`config.mk`:
```
export PLATFORM = sky130hd
export DESIGN_NAME = johnson_code_monitor
export DESIGN_NICKNAME = d
export VERILOG_FILES = /design/src/rtl/johnson_code_monitor.sv
export SDC_FILE = /design/constraint.sdc
export NUM_CORES = 1
export LEC_CHECK = 0
export ABC_CLOCK_PERIOD_IN_PS = 4100
export BUFFER_PORTS_ARGS = -buffer_cell sky130_fd_sc_hd__buf_2
export CAP_MARGIN = 20
export CORE_MARGIN = 8
export CORE_UTILIZATION = 48
export DETAILED_ROUTE_END_ITERATION = 7
export GPL_TIMING_DRIVEN = 1
export PLACE_DENSITY = 0.72
export SLEW_MARGIN = 30
export SYNTH_ARGS = -nofsm -noshare
export SYNTH_HDL_FRONTEND = slang
export SYNTH_SLANG_ARGS = --single-unit
```
`constraint.sdc`:
```
create_clock -name clk -period 4.1 [get_ports clk]
set_input_delay 0.82 -clock clk [delete_from_list [all_inputs] [get_ports clk]]
set_output_delay 0.82 -clock clk [all_outputs]
set_load 0.05 [all_outputs]
```
`src/rtl/johnson_code_monitor.sv`:
```
// Johnson (twisted-ring) code monitor: decodes a sampled code to index/one-hot, checks legality
// and single-step sequencing, tracks sync and counts wraps. Macro JCM_AUTO_RESYNC_EN enables
// automatic exit from FAULT after 2*WIDTH consecutive good steps.
module johnson_code_monitor #(
  parameter int unsigned WIDTH = 4,
  parameter int unsigned CNT_W = 8,
  localparam int unsigned IDX_W = $clog2(2 * WIDTH)
) (
  input  logic                 clk,
  input  logic                 reset,
  input  logic                 en_i,
  input  logic [WIDTH-1:0]     jc_in_i,
  output logic [IDX_W-1:0]     idx_o,
  output logic [2*WIDTH-1:0]   onehot_o,
  output logic                 code_valid_o,
  output logic                 synced_o,
  output logic                 fault_o,
  output logic                 step_err_o,
  output logic [CNT_W-1:0]     wrap_cnt_o
);

  localparam int unsigned NSt = 2 * WIDTH;

  typedef enum logic [1:0] {StSeek, StTrack, StFault} state_e;

  state_e             state_q;
  logic [IDX_W-1:0]   idx_q, prev_q;
  logic [NSt-1:0]     onehot_q;
  logic               code_valid_q, synced_q, fault_q, step_err_q;
  logic [CNT_W-1:0]   wrap_q;

`ifdef JCM_AUTO_RESYNC_EN
  localparam int unsigned GoodW = $clog2(NSt + 1);
  logic [GoodW-1:0]   good_q;
  logic               arm_q;  // set after an illegal code: next legal sample only reloads prev
`endif

  logic               legal;
  logic [IDX_W-1:0]   idx;
  logic [IDX_W-1:0]   prev_nxt;
  logic               step_ok;
  logic               wrap_hit;

  always_comb begin
    int unsigned trans;
    int unsigned ones;
    trans = 0;
    ones  = 0;
    for (int i = 0; i < int'(WIDTH) - 1; i++) begin
      if (jc_in_i[i] != jc_in_i[i+1]) trans++;
    end
    for (int i = 0; i < int'(WIDTH); i++) begin
      if (jc_in_i[i]) ones++;
    end
    legal = (trans <= 1);
    if (jc_in_i[WIDTH-1]) idx = IDX_W'(WIDTH + (WIDTH - ones));
    else                  idx = IDX_W'(ones);
  end

  always_comb begin
    prev_nxt = (prev_q == IDX_W'(NSt - 1)) ? '0 : prev_q + 1'b1;
    step_ok  = legal && ((idx == prev_q) || (idx == prev_nxt));
    wrap_hit = (prev_q == IDX_W'(NSt - 1)) && (idx == '0);
  end

  always_ff @(posedge clk) begin
    if (reset) begin
      state_q      <= StSeek;
      idx_q        <= '0;
      prev_q       <= '0;
      onehot_q     <= '0;
      code_valid_q <= 1'b0;
      synced_q     <= 1'b0;
      fault_q      <= 1'b0;
      step_err_q   <= 1'b0;
      wrap_q       <= '0;
`ifdef JCM_AUTO_RESYNC_EN
      good_q       <= '0;
      arm_q        <= 1'b0;
`endif
    end else begin
      step_err_q <= 1'b0;
      if (en_i) begin
        code_valid_q <= legal;
        if (legal) begin
          idx_q    <= idx;
          onehot_q <= NSt'(1) << idx;
        end else begin
          onehot_q <= '0;
        end

        unique case (state_q)
          StSeek: begin
            if (legal) begin
              state_q  <= StTrack;
              synced_q <= 1'b1;
              prev_q   <= idx;
            end
          end
          StTrack: begin
            if (step_ok) begin
              prev_q <= idx;
              if (wrap_hit) wrap_q <= wrap_q + 1'b1;
            end else begin
              state_q    <= StFault;
              synced_q   <= 1'b0;
              fault_q    <= 1'b1;
              step_err_q <= 1'b1;
              if (legal) prev_q <= idx;
`ifdef JCM_AUTO_RESYNC_EN
              good_q <= '0;
              arm_q  <= ~legal;
`endif
            end
          end
          StFault: begin
            if (legal) prev_q <= idx;
`ifdef JCM_AUTO_RESYNC_EN
            if (!legal) begin
              good_q <= '0;
              arm_q  <= 1'b1;
            end else if (arm_q || !step_ok) begin
              good_q <= '0;
              arm_q  <= 1'b0;
            end else if (good_q == GoodW'(NSt - 1)) begin
              good_q   <= '0;
              state_q  <= StTrack;
              synced_q <= 1'b1;
              fault_q  <= 1'b0;
            end else begin
              good_q <= good_q + 1'b1;
            end
`endif
          end
          default: state_q <= StSeek;
        endcase
      end
    end
  end

  assign idx_o        = idx_q;
  assign onehot_o     = onehot_q;
  assign code_valid_o = code_valid_q;
  assign synced_o     = synced_q;
  assign fault_o      = fault_q;
  assign step_err_o   = step_err_q;
  assign wrap_cnt_o   = wrap_q;

endmodule

```
* Yosys cells after proc, flatten, opt, wreduce, memory -nomap -nowiden *
Cells that the tools add are included.

word-level totals
  register bits = 28
  output and inout port bits = 23
  logic and storage cells = 69
  input bits = 7

operators by class
  shift operators = 1
  equal/unequal tests = 10
  $add $sub $neg = 9
  bitwise logic cells = 4
  reductions and logical operators = 15
  magnitude comparators = 1
  mux-type cells = 20

operators with widths
  kind                     count
  $add A32 B1 Y32 const B  2
  $mux W32                 2
  $le A32 B1 Y1 const B    1
  $mux W3                  7
  $reduce_and A4 Y1        3
  $add A3 B1 Y3 const B    3
  $add A8 B1 Y8 const B    1
  $mux W8                  1
  $shl A1 B3 Y8 const A    1
  $eq A3 B3 Y1             2
  $pmux W2 S3              1
  $pmux W3 S2              1
  $mux W1                  5
  $mux W2                  2
  $ne A2 B2 Y1 const B     2
  $not A1 Y1               4
  $reduce_and A2 Y1        2
  $reduce_bool A2 Y1       2
  $add A3 B3 Y3 const A    1
  $eq A3 B3 Y1 const B     1
  $logic_not A3 Y1         1
  $ne A1 B1 Y1             3
  $reduce_and A3 Y1        1
  $reduce_or A3 Y1         1
  other kinds (9)          10

* Longest topological paths before layout *
Gate-level depths: netlist (run 1).

  depth in word-level cells = 15
  mapped depth = 13
  depth with buffers taken out = 12

* Least setup slack after synthesis (run 1) *
OpenSTA, ideal clock, no wires.

  kind = input to register
  start point = input jc_in_i[0]
  end point = register wrap_q[3] (netlist: wrap_cnt_o[3])
  arrival = 3.321 ns
  required time = 3.977 ns
  setup time = 0.123 ns
  slack = 0.656 ns
  buffers on the path = 1
  cell stages on the path = 13
  cell sequence = inv_1 -> ha_1 -> xnor2_4 -> inv_2 -> ha_1 -> nor2b_1 -> o221ai_1 -> nand2_1 -> xor2_1 -> a31oi_1 -> clkbuf_1 -> nor4_1 -> mux2_1

between the ends
  cells in the longest elaborated chain, start to end = 14

RTL lines
  item                                                                      RTL line  RTL
  from (decl)                                                               12        input logic [WIDTH-1:0] jc_in_i,
  parallel branches: the longest is 13 deep, another holds $add A32 B1 Y32  n/a
  $reduce_and A4 Y1 (no line) *                                             n/a
  to (signal assigned)                                                      103       if (wrap_hit) wrap_q <= wrap_q + 1'b1;
  to (decl)                                                                 30        logic [CNT_W-1:0] wrap_q;

Mark *: on every way between the ends.
A chain may end at the register's enable or synchronous reset.

* Worst setup path in the final report (run 1) *
  start point = input jc_in_i[1]
  end point = register wrap_q[3] (netlist: wrap_cnt_o[3])

between the ends
  cells in the longest elaborated chain, start to end = 12

RTL lines
  item
  parallel branches: the longest is 11 deep, another holds $add A32 B1 Y32
  $reduce_and A4 Y1 (no line) *

Marked as above.

==> results.md, run 1 <==
* Avg Cell Area, Syn at 8.475 sq um
* Largest family of logic cells by synthesized area: simple AND/OR/NAND/NOR gates
* R2R cell count at 9
* Mux contribution to synthesized area at between 4 and 5%
* Layout Cells excl Fill at about 290
* Worst skew pair latency at 270 ps
* Vias per Instance at approximately 5.5
* Clk slew on worst S/H paths at around 90 ps
* Minimum clock period at 3660 ps
* Status: completed
* CP Launch Type: primary input
* H-tree levels at 1
* Final hold viol count at 0
* Core region area at 0.003661 sq mm
* Vias at 1591
* CTS Root Buffer Type: clkbuf_8
* Global route overflow at 0
* Setup_tns at 0 ps
* Hold slack final at approximately 450 ps
* Post-synthesis xor/xnor area fraction at 6.288%
* Leakage at between 0.9 and 1 nW
* Total Routing Usage GR at 12.87%
* Final HPWL DP at 2.968 mm
* MaxCap Viol Count at 0
* Die Y-Extent at 77.76 um
* End-of-flow core utilization at ~56%
* Clk_skew at around 4.3 ps
* Wirelength per Cell at 13.48 um
* Required @ worst endpoint at 4260 ps
* Yosys warning count at 0
* Area Overhead vs Synth at 12.10%
* Drt drc at 0
* Adder-Cell Fraction of Synth Area at 6.562%
* Most frequent cells in the layout: 29 x buf_2, 28 x dfxtp_1, 26 x nor2_1
* Chip width at 77.76 um
* Post-Route WL at 3.895 mm
* Number of global-route vias before repair at 1548
* Placement row count at 22
* Yosys reg bits at 28
* Post-synth EDFFs at 0
* Largest area contributor in the netlist: dfxtp_1
* Most common cell after layout, fill and taps aside: buf_2
* Routing usage on met3 at 2.880%
* Gates resized, CTS repair at 0
* Relative slew slack at 41.32%
* Post-synth top area share at 30.62%
* Worst min-delay path category: reg -> reg
* Syn Nets at 232
* GR peak layer: met2
* Worst Path Arrival at 3820 ps
* Kind of critical path: in -> reg
* Top_reg_cell synth: dfxtp_1
* Synthesized cell area at 0.001831 sq mm
* Max Slew Vio Count at 0
* CTS tree: yes
* I/O Buffers at 29
* Drt initial violations at between 100 and 150
* Fillers at between 300 and 400
* Ant. Diodes at 0
* DP Area at 0.002011 sq mm
* Initial antenna violation count at 0
* Area contributors post-synth: dfxtp_1 31%, ha_1 5.5%, nor2_1 5.3%
* Simple-Gate Fraction of Synth Area at 26.52%
* Seq/Total Area, Yosys at 30.62%
* Final Cycle Share at 89.27%
* Met2 usage at between 20% and 30%
* DR pass1 iterations at 4
* Setup bufs post-CTS at 0
* Pwr dens at 331.2 mW/mm^2
* Initial Util at around 50%
* Die footprint at slightly above 0.006 sq mm
* Largest net degree at the start of global routing at 35
* Fin nets at 259
* Dpl cells at 286
* GP Congestion at 0.8489
* Clock tree buffer depth at 2
* Unique cell type count in the Yosys netlist at 61
* Layout cells sized above 1 at between 20% and 30%
* Setup Viol. Count Final at 0
* VDD IR max at between 0.0002 and 0.00025 V
* Crit. End Element: flip-flop
* Gate Count Post-Synth at about 220
* Compound-Gate Fraction of Synth Area at 20.44%
* Unrepaired setup endpoints after global routing: false
* Hold_buf cts at 0
* Fmax at 273.2 MHz
* TritonCTS Buffers at 3
* Total I/O pin count at 30
* ANT nets after route at 0
* Async S/R FF share, synth at 0%
* Worst-path maximum fanout at 13
* Hold path cells at 2
* Clock Sinks at 28
* Design Area, Final at 0.002052 sq mm
* First-pass GRT wire length at 6.803 mm
* GR Util met1 at 15.92%
* Tightest Pin Transition at ~880 ps
==> cell type report <==
cell class	count	area [sq um]	share of cell area, %
sequential	28	560.5	27.32
clock buffer	3	41.29	2.012
multi-input combinational	168	1181	57.56
timing repair buffer	33	175.2	8.537
inverter	9	33.78	1.646
tap	48	60.06	2.927
==> layer usage <==
layer	vias up	wire length, um
li1	822	-
met4	0	32
met2	29	1878
met1	736	1844
met3	4	139
met5	-	0
==> cell families (layout without fill, tap and decap cells) <==
family	count (synthesis)	count (layout)
adders and majority gates	9	9
buffers and inverters	20	45
xor gates and xnor gates	11	11
DFF	28	28
and+or+nand+nor	90	90
muxes	8	8
AOI/OAI and AO/OA	50	50
==> metrics by stage <==
stage	total power [mW]	setup WS, ps
3_5_place_dp	0.5434	135.2
6_report	0.6795	439.7
5_1_grt	0.7245	175.2
3_3_place_gp	0.5414	257.7
2_1_floorplan	0.4943	655.7
4_1_cts	0.6864	427.6
==> cell usage after synthesis, types with 3 or more instances <==
library cell  instances
o31ai_1               3
mux2_1                5
xnor2_1               8
nor3_1                3
a21oi_1              19
clkbuf_1              4
nand3_1               4
buf_1                 3
o21ai_0               3
nor2b_1               7
a211oi_1              3
nor2_1               26
nand2_1              15
ha_1                  8
and3_1                5
dfxtp_1              28
nor4_1                7
mux2i_1               3
inv_1                 8
nand2b_1              5
==> path summary, 6_finish.rpt <==
kind	start	slack, ps	end
worst min register to register	idx_o[2]	450	idx_o[2]
worst max-delay path	jc_in_i[1]	440	wrap_cnt_o[3]
worst min-delay path	idx_o[2]	450	idx_o[2]
worst max register to register	flip-flop	1810	wrap_cnt_o[3]
==> power breakdown <==
part           internal [mW]  switching [mW]  total [mW]
logic                 0.0890           0.152       0.241
registers              0.286          0.0105       0.297
clock network         0.0658          0.0764       0.142
==> critical path: stages <==
cell and delay, ps:
buf_2 130, inv_1 70, ha_1 350, xnor2_4 240, inv_2 60, ha_1 300, and3b_1 180, o21ai_2 200
nand2_1 90, xor2_1 160, a31oi_1 680, nor4_1 180, mux2_1 340
Power figures use the tool's default switching activity.
==> run 2, diff against run 1 <==
--- a/config.mk
+++ b/config.mk
@@ -7,3 +7,3 @@
 export LEC_CHECK = 0
-export ABC_CLOCK_PERIOD_IN_PS = 4100
+export ABC_CLOCK_PERIOD_IN_PS = 3000
 export BUFFER_PORTS_ARGS = -buffer_cell sky130_fd_sc_hd__buf_2
@@ -14,3 +14,3 @@
 export GPL_TIMING_DRIVEN = 1
-export PLACE_DENSITY = 0.72
+export PLACE_DENSITY = 0.74
 export SLEW_MARGIN = 30
==> constraint.sdc (replaced) <==
create_clock -name clk -period 3 [get_ports clk]
set_input_delay 0.15 -clock clk [delete_from_list [all_inputs] [get_ports clk]]
set_output_delay 0.15 -clock clk [all_outputs]
set_load 0.05 [all_outputs]
==> results.md, run 2 (same netlist as run 1, synthesis figures left out) <==
* Layout cells sized above 1 at 21.63% (+1.3 points)
* Tightest Pin Transition at 707.6 ps (-168.4 ps)
* Worst min-delay path category: in -> reg
* Relative slew slack at 52.60% (+11 points)
* Worst skew pair latency at 270 ps (about the same)
* R2R cell count at 9 (unchanged)
* Area Overhead vs Synth at 14.97%
* Final hold viol count at 0 (unchanged)
* Ant. Diodes at 0 (unchanged)
* Met2 usage at 22.64% (+0.75 points)
* TritonCTS Buffers at 3 (unchanged)
* Leakage at 0.9454 nW (+3.0%)
* Global route overflow at 0 (unchanged)
* Required @ worst endpoint at 3160 ps (-1100 ps)
* Setup bufs post-CTS at 0 (unchanged)
* Worst Setup SP: jc_in_i[1]
* Gates resized, CTS repair at 0 (unchanged)
* GP Congestion at 0.8762 (+3.2%)
* CP Cell Sequence: buf_2 > inv_1 > ha_1 > xnor2_4 > inv_2 > ha_1 > nor2b_1 > o221ai_1 > nand2_1 > xor2_1 > a31oi_1 > nor4_1 > mux2_1
* CTS tree: yes
* Die Y-Extent at 77.76 um (unchanged)
* Wirelength per Cell at 13.16 um (-2.4%)
* Fillers at 342 (-3.7%)
* Hold_sp: en_i
* Most frequent cells in the layout: 29 x buf_2, 28 x dfxtp_1, 26 x nor2_1
* Clock tree buffer depth at 2 (unchanged)
* Drt drc at 0 (unchanged)
* Pre-CTS setup slack at 7.468 ps (-127.8 ps)
* Kind of critical path: in -> reg
* Storage cell area at 560.5 sq um (unchanged)
* Final Cycle Share at about 90%
* CP max stage delay at 570 ps (-110 ps)
* Placement row count at 22 (unchanged)
* Vias per Instance at 5.502 (about the same)
* Fmax at 369.3 MHz
* MaxCap Viol Count at 0 (unchanged)
* GR Util met1 at 15.96% (+0.043 points)
* ANT nets after route at 0 (unchanged)
* Total I/O pin count at 30 (unchanged)
* Fin nets at 262 (+1.2%)
* Minimum clock period at about 2700 ps
* Chip width at 77.76 um (unchanged)
* Hold_buf cts at 0 (unchanged)
* Initial antenna violation count at 0 (unchanged)
* Core region area at 0.003661 sq mm (unchanged)
* CP Launch Type: primary input
* I/O Buffers at 29 (unchanged)
* R2R Path End: wrap_cnt_o[7]
* Max Slew Vio Count at 0 (unchanged)
* Initial Util at 50.00% (unchanged)
* Hold EP: idx_o[2]
* Pwr dens at 489.5 mW/mm^2 (+48%)
* H-tree levels at 1 (unchanged)
* Total Routing Usage GR at 12.90% (+0.036 points)
* First-pass GRT wire length at 6.844 mm (+0.60%)
* GR peak layer: met2
* Setup Viol. Count Final at 0 (unchanged)
* Unrepaired setup endpoints after global routing: false
* VDD IR max at 0.0002895 V (+31%)
* Final HPWL DP at 2.987 mm (+0.64%)
* Clock Sinks at 28 (unchanged)
* Worst setup slack after layout at 292.5 ps (-147.3 ps)
* Post-Route WL at 3.855 mm (-1.0%)
* Routing usage on met3 at 2.880% (unchanged)
* Worst reg-to-reg setup slack at 700 ps (-1110 ps)
* Clk_skew at 5.514 ps (+1.183 ps)
* CTS Root Buffer Type: clkbuf_8
* Crit. End Element: flip-flop
* DR pass1 iterations at 4 (unchanged)
* Largest net degree at the start of global routing at 35 (unchanged)
* Total Power at 1.030 mW (+52%)
* Hold path cells at 3 (+1)
* Max stage delay cell, worst path: a31oi_1
* Worst-path maximum fanout at 10 (-3)
* Most common cell after layout, fill and taps aside: buf_2
* Drt initial violations at 43 (-65%)
* Worst Path Arrival at 2870 ps (-950 ps)
* Die footprint at 0.006046 sq mm (unchanged)
* Area of the multi-input gates at 0.001181 sq mm (unchanged)
* Most common cell on crit path: ha_1
* Clk slew on worst S/H paths at 90 ps (about the same)
* Number of global-route vias before repair at 1556 (+0.52%)
* Vias at 1612 (+1.3%)
* Status: completed
* Setup_tns at 0 ps (unchanged)
[run 2: how the worst max path moves through the flow]
stage                          endpoint  slack (ps)  cells past startpoint
after floorplan           wrap_cnt_o[3]         230                     13
after global placement    wrap_cnt_o[6]         110                     13
after detailed placement  wrap_cnt_o[6]           7                     13
after CTS                 wrap_cnt_o[6]         290                     13
after global routing      wrap_cnt_o[4]         100                     13
final                     wrap_cnt_o[6]         290                     13
[run 2: routing by layer]
metal	vias to the layer above	share of wire, %
met1	755	47
met5	-	0
met3	2	4.0
met2	29	48
met4	0	0.44
li1	826	-
[run 2: metrics by stage]
step | std cells | hold slack [ps] | cell area (sq um) | utilization, %
global route | 293 | 195.4 | 2105 | 57.48
global placement | 289 | 443.3 | 2033 | 55.54
finish | 293 | 179.9 | 2105 | 57.48
CTS | 293 | 172.6 | 2105 | 57.48
floorplan | 216 | 297.6 | 1831 | -
detailed placement | 289 | 452.9 | 2033 | 55.54
[run 2: layout make-up]
cell class	count	area share [%]
multi-input combinational	168	56.12
sequential	28	26.63
timing repair buffer	36	9.394
tap	48	2.854
clock buffer	3	1.962
inverter	9	1.605
clock inverter	1	1.427
[run 2: critical path, delay by kind of cell]
kind / cells / cell delay, ps
AO/OA/AOI/OAI: 2 / 810
adder cells (fa/ha/maj): 2 / 660
AND/OR/NAND/NOR: 3 / 330
XOR/XNOR: 2 / 320
buffers and inverters: 3 / 240
multiplexers: 1 / 350
[run 2: power breakdown]
| part | total, mW | internal [mW] | switching, mW |
|---|---|---|---|
| clock | 0.289 | 0.178 | 0.110 |
| combinational | 0.336 | 0.128 | 0.208 |
| sequential | 0.406 | 0.391 | 0.0151 |
==> run 3, diff against run 2 <==
Settings changed: CORE_UTILIZATION 48 to 41, PLACE_DENSITY 0.74 to 0.65.
==> results.md, run 3 (same netlist as run 1, synthesis figures left out) <==
* Tightest Pin Transition at 576.2 ps (-131.4 ps)
* Die Y-Extent at 82.82 um (+6.5%)
* Final hold viol count at 0 (unchanged)
* Gates resized, CTS repair at 0 (unchanged)
* CP Launch Type: primary input
* Total Routing Usage GR at 11.25% (-1.7 points)
* CP Cell Sequence: buf_2 > inv_1 > ha_1 > xnor2_4 > inv_2 > ha_1 > nor2b_1 > o221ai_1 > nand2_1 > xor2_1 > a31oi_1 > buf_4 > nor4_1 > mux2_1
* Core region area at 0.004324 sq mm (+18%)
* Largest net degree at the start of global routing at 35 (unchanged)
* I/O Buffers at 29 (unchanged)
* Layout cells sized above 1 at 21.31% (-0.32 points)
* VDD IR max at 0.0003369 V (+16%)
* Worst-path maximum fanout at 13 (+3)
* Final Cycle Share at 89.20% (-1.1 points)
* Most frequent cells in the layout: 29 x buf_2, 28 x dfxtp_1, 26 x nor2_1
* Total I/O pin count at 30 (unchanged)
* Placement row count at 24 (+9.1%)
* Hold_buf cts at 0 (unchanged)
* Setup Viol. Count Final at 0 (unchanged)
* Most common cell on crit path: ha_1
* Storage cell area at 560.5 sq um (unchanged)
* MaxCap Viol Count at 0 (unchanged)
* Clock Sinks at 28 (unchanged)
* ANT nets after route at 0 (unchanged)
* CTS tree: yes
* Kind of critical path: in -> reg
* Layout Cells excl Fill at 296 (+1.0%)
* Status: completed
* Fmax at 373.7 MHz (+1.2%)
* Worst reg-to-reg setup slack at 640 ps (-60 ps)
* Setup bufs post-CTS at 0 (unchanged)
* Final HPWL DP at 3.013 mm (+0.84%)
* Max Slew Vio Count at 0 (unchanged)
* Comb pwr share at 35.7% (+3.1 points)
* Drt drc at 0 (unchanged)
* CP max stage delay at 360 ps (-210 ps)
* Net Sw Frac at 35.32% (+3.0 points)
* TritonCTS Buffers at 3 (unchanged)
* Initial Util at 42.33% (-7.7 points)
* Pwr dens at 452.7 mW/mm^2 (-7.5%)
* Worst skew pair latency at 270 ps (about the same)
* Clk_skew at 3.018 ps (-2.496 ps)
* Post-Route WL at 3.961 mm (+2.7%)
* First-pass GRT wire length at 6.865 mm (+0.31%)
* H-tree levels at 1 (unchanged)
* NetSw at 0.3325 mW (-0.10%)
* Setup_tns at 0 ps (unchanged)
* Area of the multi-input gates at 0.001181 sq mm (unchanged)
* Minimum clock period at 2676 ps (-31.59 ps)
* Unrepaired setup endpoints after global routing: false
* Max stage delay cell, worst path: nor4_1
* GP Congestion at 0.8691 (-0.81%)
* Fin nets at 262 (unchanged)
* Clk slew on worst S/H paths at 90 ps (about the same)
* Dpl cells at 293 (+1.4%)
* Worst min-delay path category: in -> reg
* Wirelength per Cell at 13.38 um (+1.7%)
* Ant. Diodes at 0 (unchanged)
* Clock power share at 21.1% (-6.9 points)
* DR pass1 iterations at 4 (unchanged)
* Chip width at 82.82 um (+6.5%)
* Area Overhead vs Synth at 13.60%
* Required @ worst endpoint at 3160 ps (about the same)
* Initial antenna violation count at 0 (unchanged)
* Worst Path Arrival at 2840 ps (-30 ps)
* Internal at 0.6089 mW (-13%)
* Clock tree buffer depth at 2 (unchanged)
* Fillers at 453 (+32%)
* Crit. End Element: flip-flop
* CTS Root Buffer Type: clkbuf_8
* Die footprint at 0.006859 sq mm (+13%)
* Flop pwr share at 43.2% (+3.8 points)
* Global route overflow at 0 (unchanged)
* Most common cell after layout, fill and taps aside: buf_2
* Relative slew slack at 61.59% (+9.0 points)
* Leakage at 0.9313 nW (-1.5%)
* Drt initial violations at 88 (+100%)
* Vias per Instance at 5.378 (-2.2%)
* Number of global-route vias before repair at 1562 (+0.39%)
* Vias at 1592 (-1.2%)
-- run 3: worst paths after layout --
check        startpoint             to  depth (start not counted)
max          jc_in_i[1]  wrap_cnt_o[3]                         14
min                en_i       idx_o[2]                          3
max reg2reg   flip-flop  wrap_cnt_o[3]                          9
min reg2reg    idx_o[2]       idx_o[2]                          2
-- run 3: per-layer routing --
metal  up-vias  track usage (%)  wire (um)
li1        831                -          -
met1       729            13.78       1896
met2        28            19.09       1861
met3         4            3.223        168
met4         0            1.917         36
met5         -                0          0
-- run 3: layout make-up --
class,count,area share (%)
clock buffer,3,1.986
inverter,9,1.625
multi-input combinational,168,56.80
sequential,28,26.96
tap,52,3.129
timing repair buffer,36,9.507
-- run 3: worst max-delay path, delay by kind of cell --
kind                       cells  cell delay (ps)
adders and majority gates      2              670
buffers and inverters          4              420
AOI/OAI and AO/OA              2              270
and+or+nand+nor                3              640
xor gates and xnor gates       2              320
muxes                          1              360
-- run 3: power groups by stage --
stage	logic (mW)	clock network, mW	registers [mW]
floorplan	0.220	0	0.456
global placement	0.334	0	0.415
detailed placement	0.337	0	0.415
CTS	0.339	0.209	0.406
global route	0.368	0.218	0.409
finish	0.336	0.199	0.406
-- run 3: stage by stage --
| stage | util (%) | area (sq um) | setup WS (ps) | power (mW) | hold slack [ps] |
|---|---|---|---|---|---|
| 3_5_place_dp | 47.14 | 2038 | 47.65 | 0.7515 | 446.5 |
| 5_1_grt | 48.09 | 2079 | 97.59 | 0.9958 | 195.3 |
| 2_1_floorplan | - | 1831 | 225.7 | 0.6756 | 297.6 |
| 3_3_place_gp | 47.14 | 2038 | 160.3 | 0.7485 | 446.8 |
| 6_report | 48.09 | 2079 | 324.1 | 0.9414 | 175.7 |
| 4_1_cts | 48.09 | 2079 | 339.9 | 0.9535 | 172.1 |
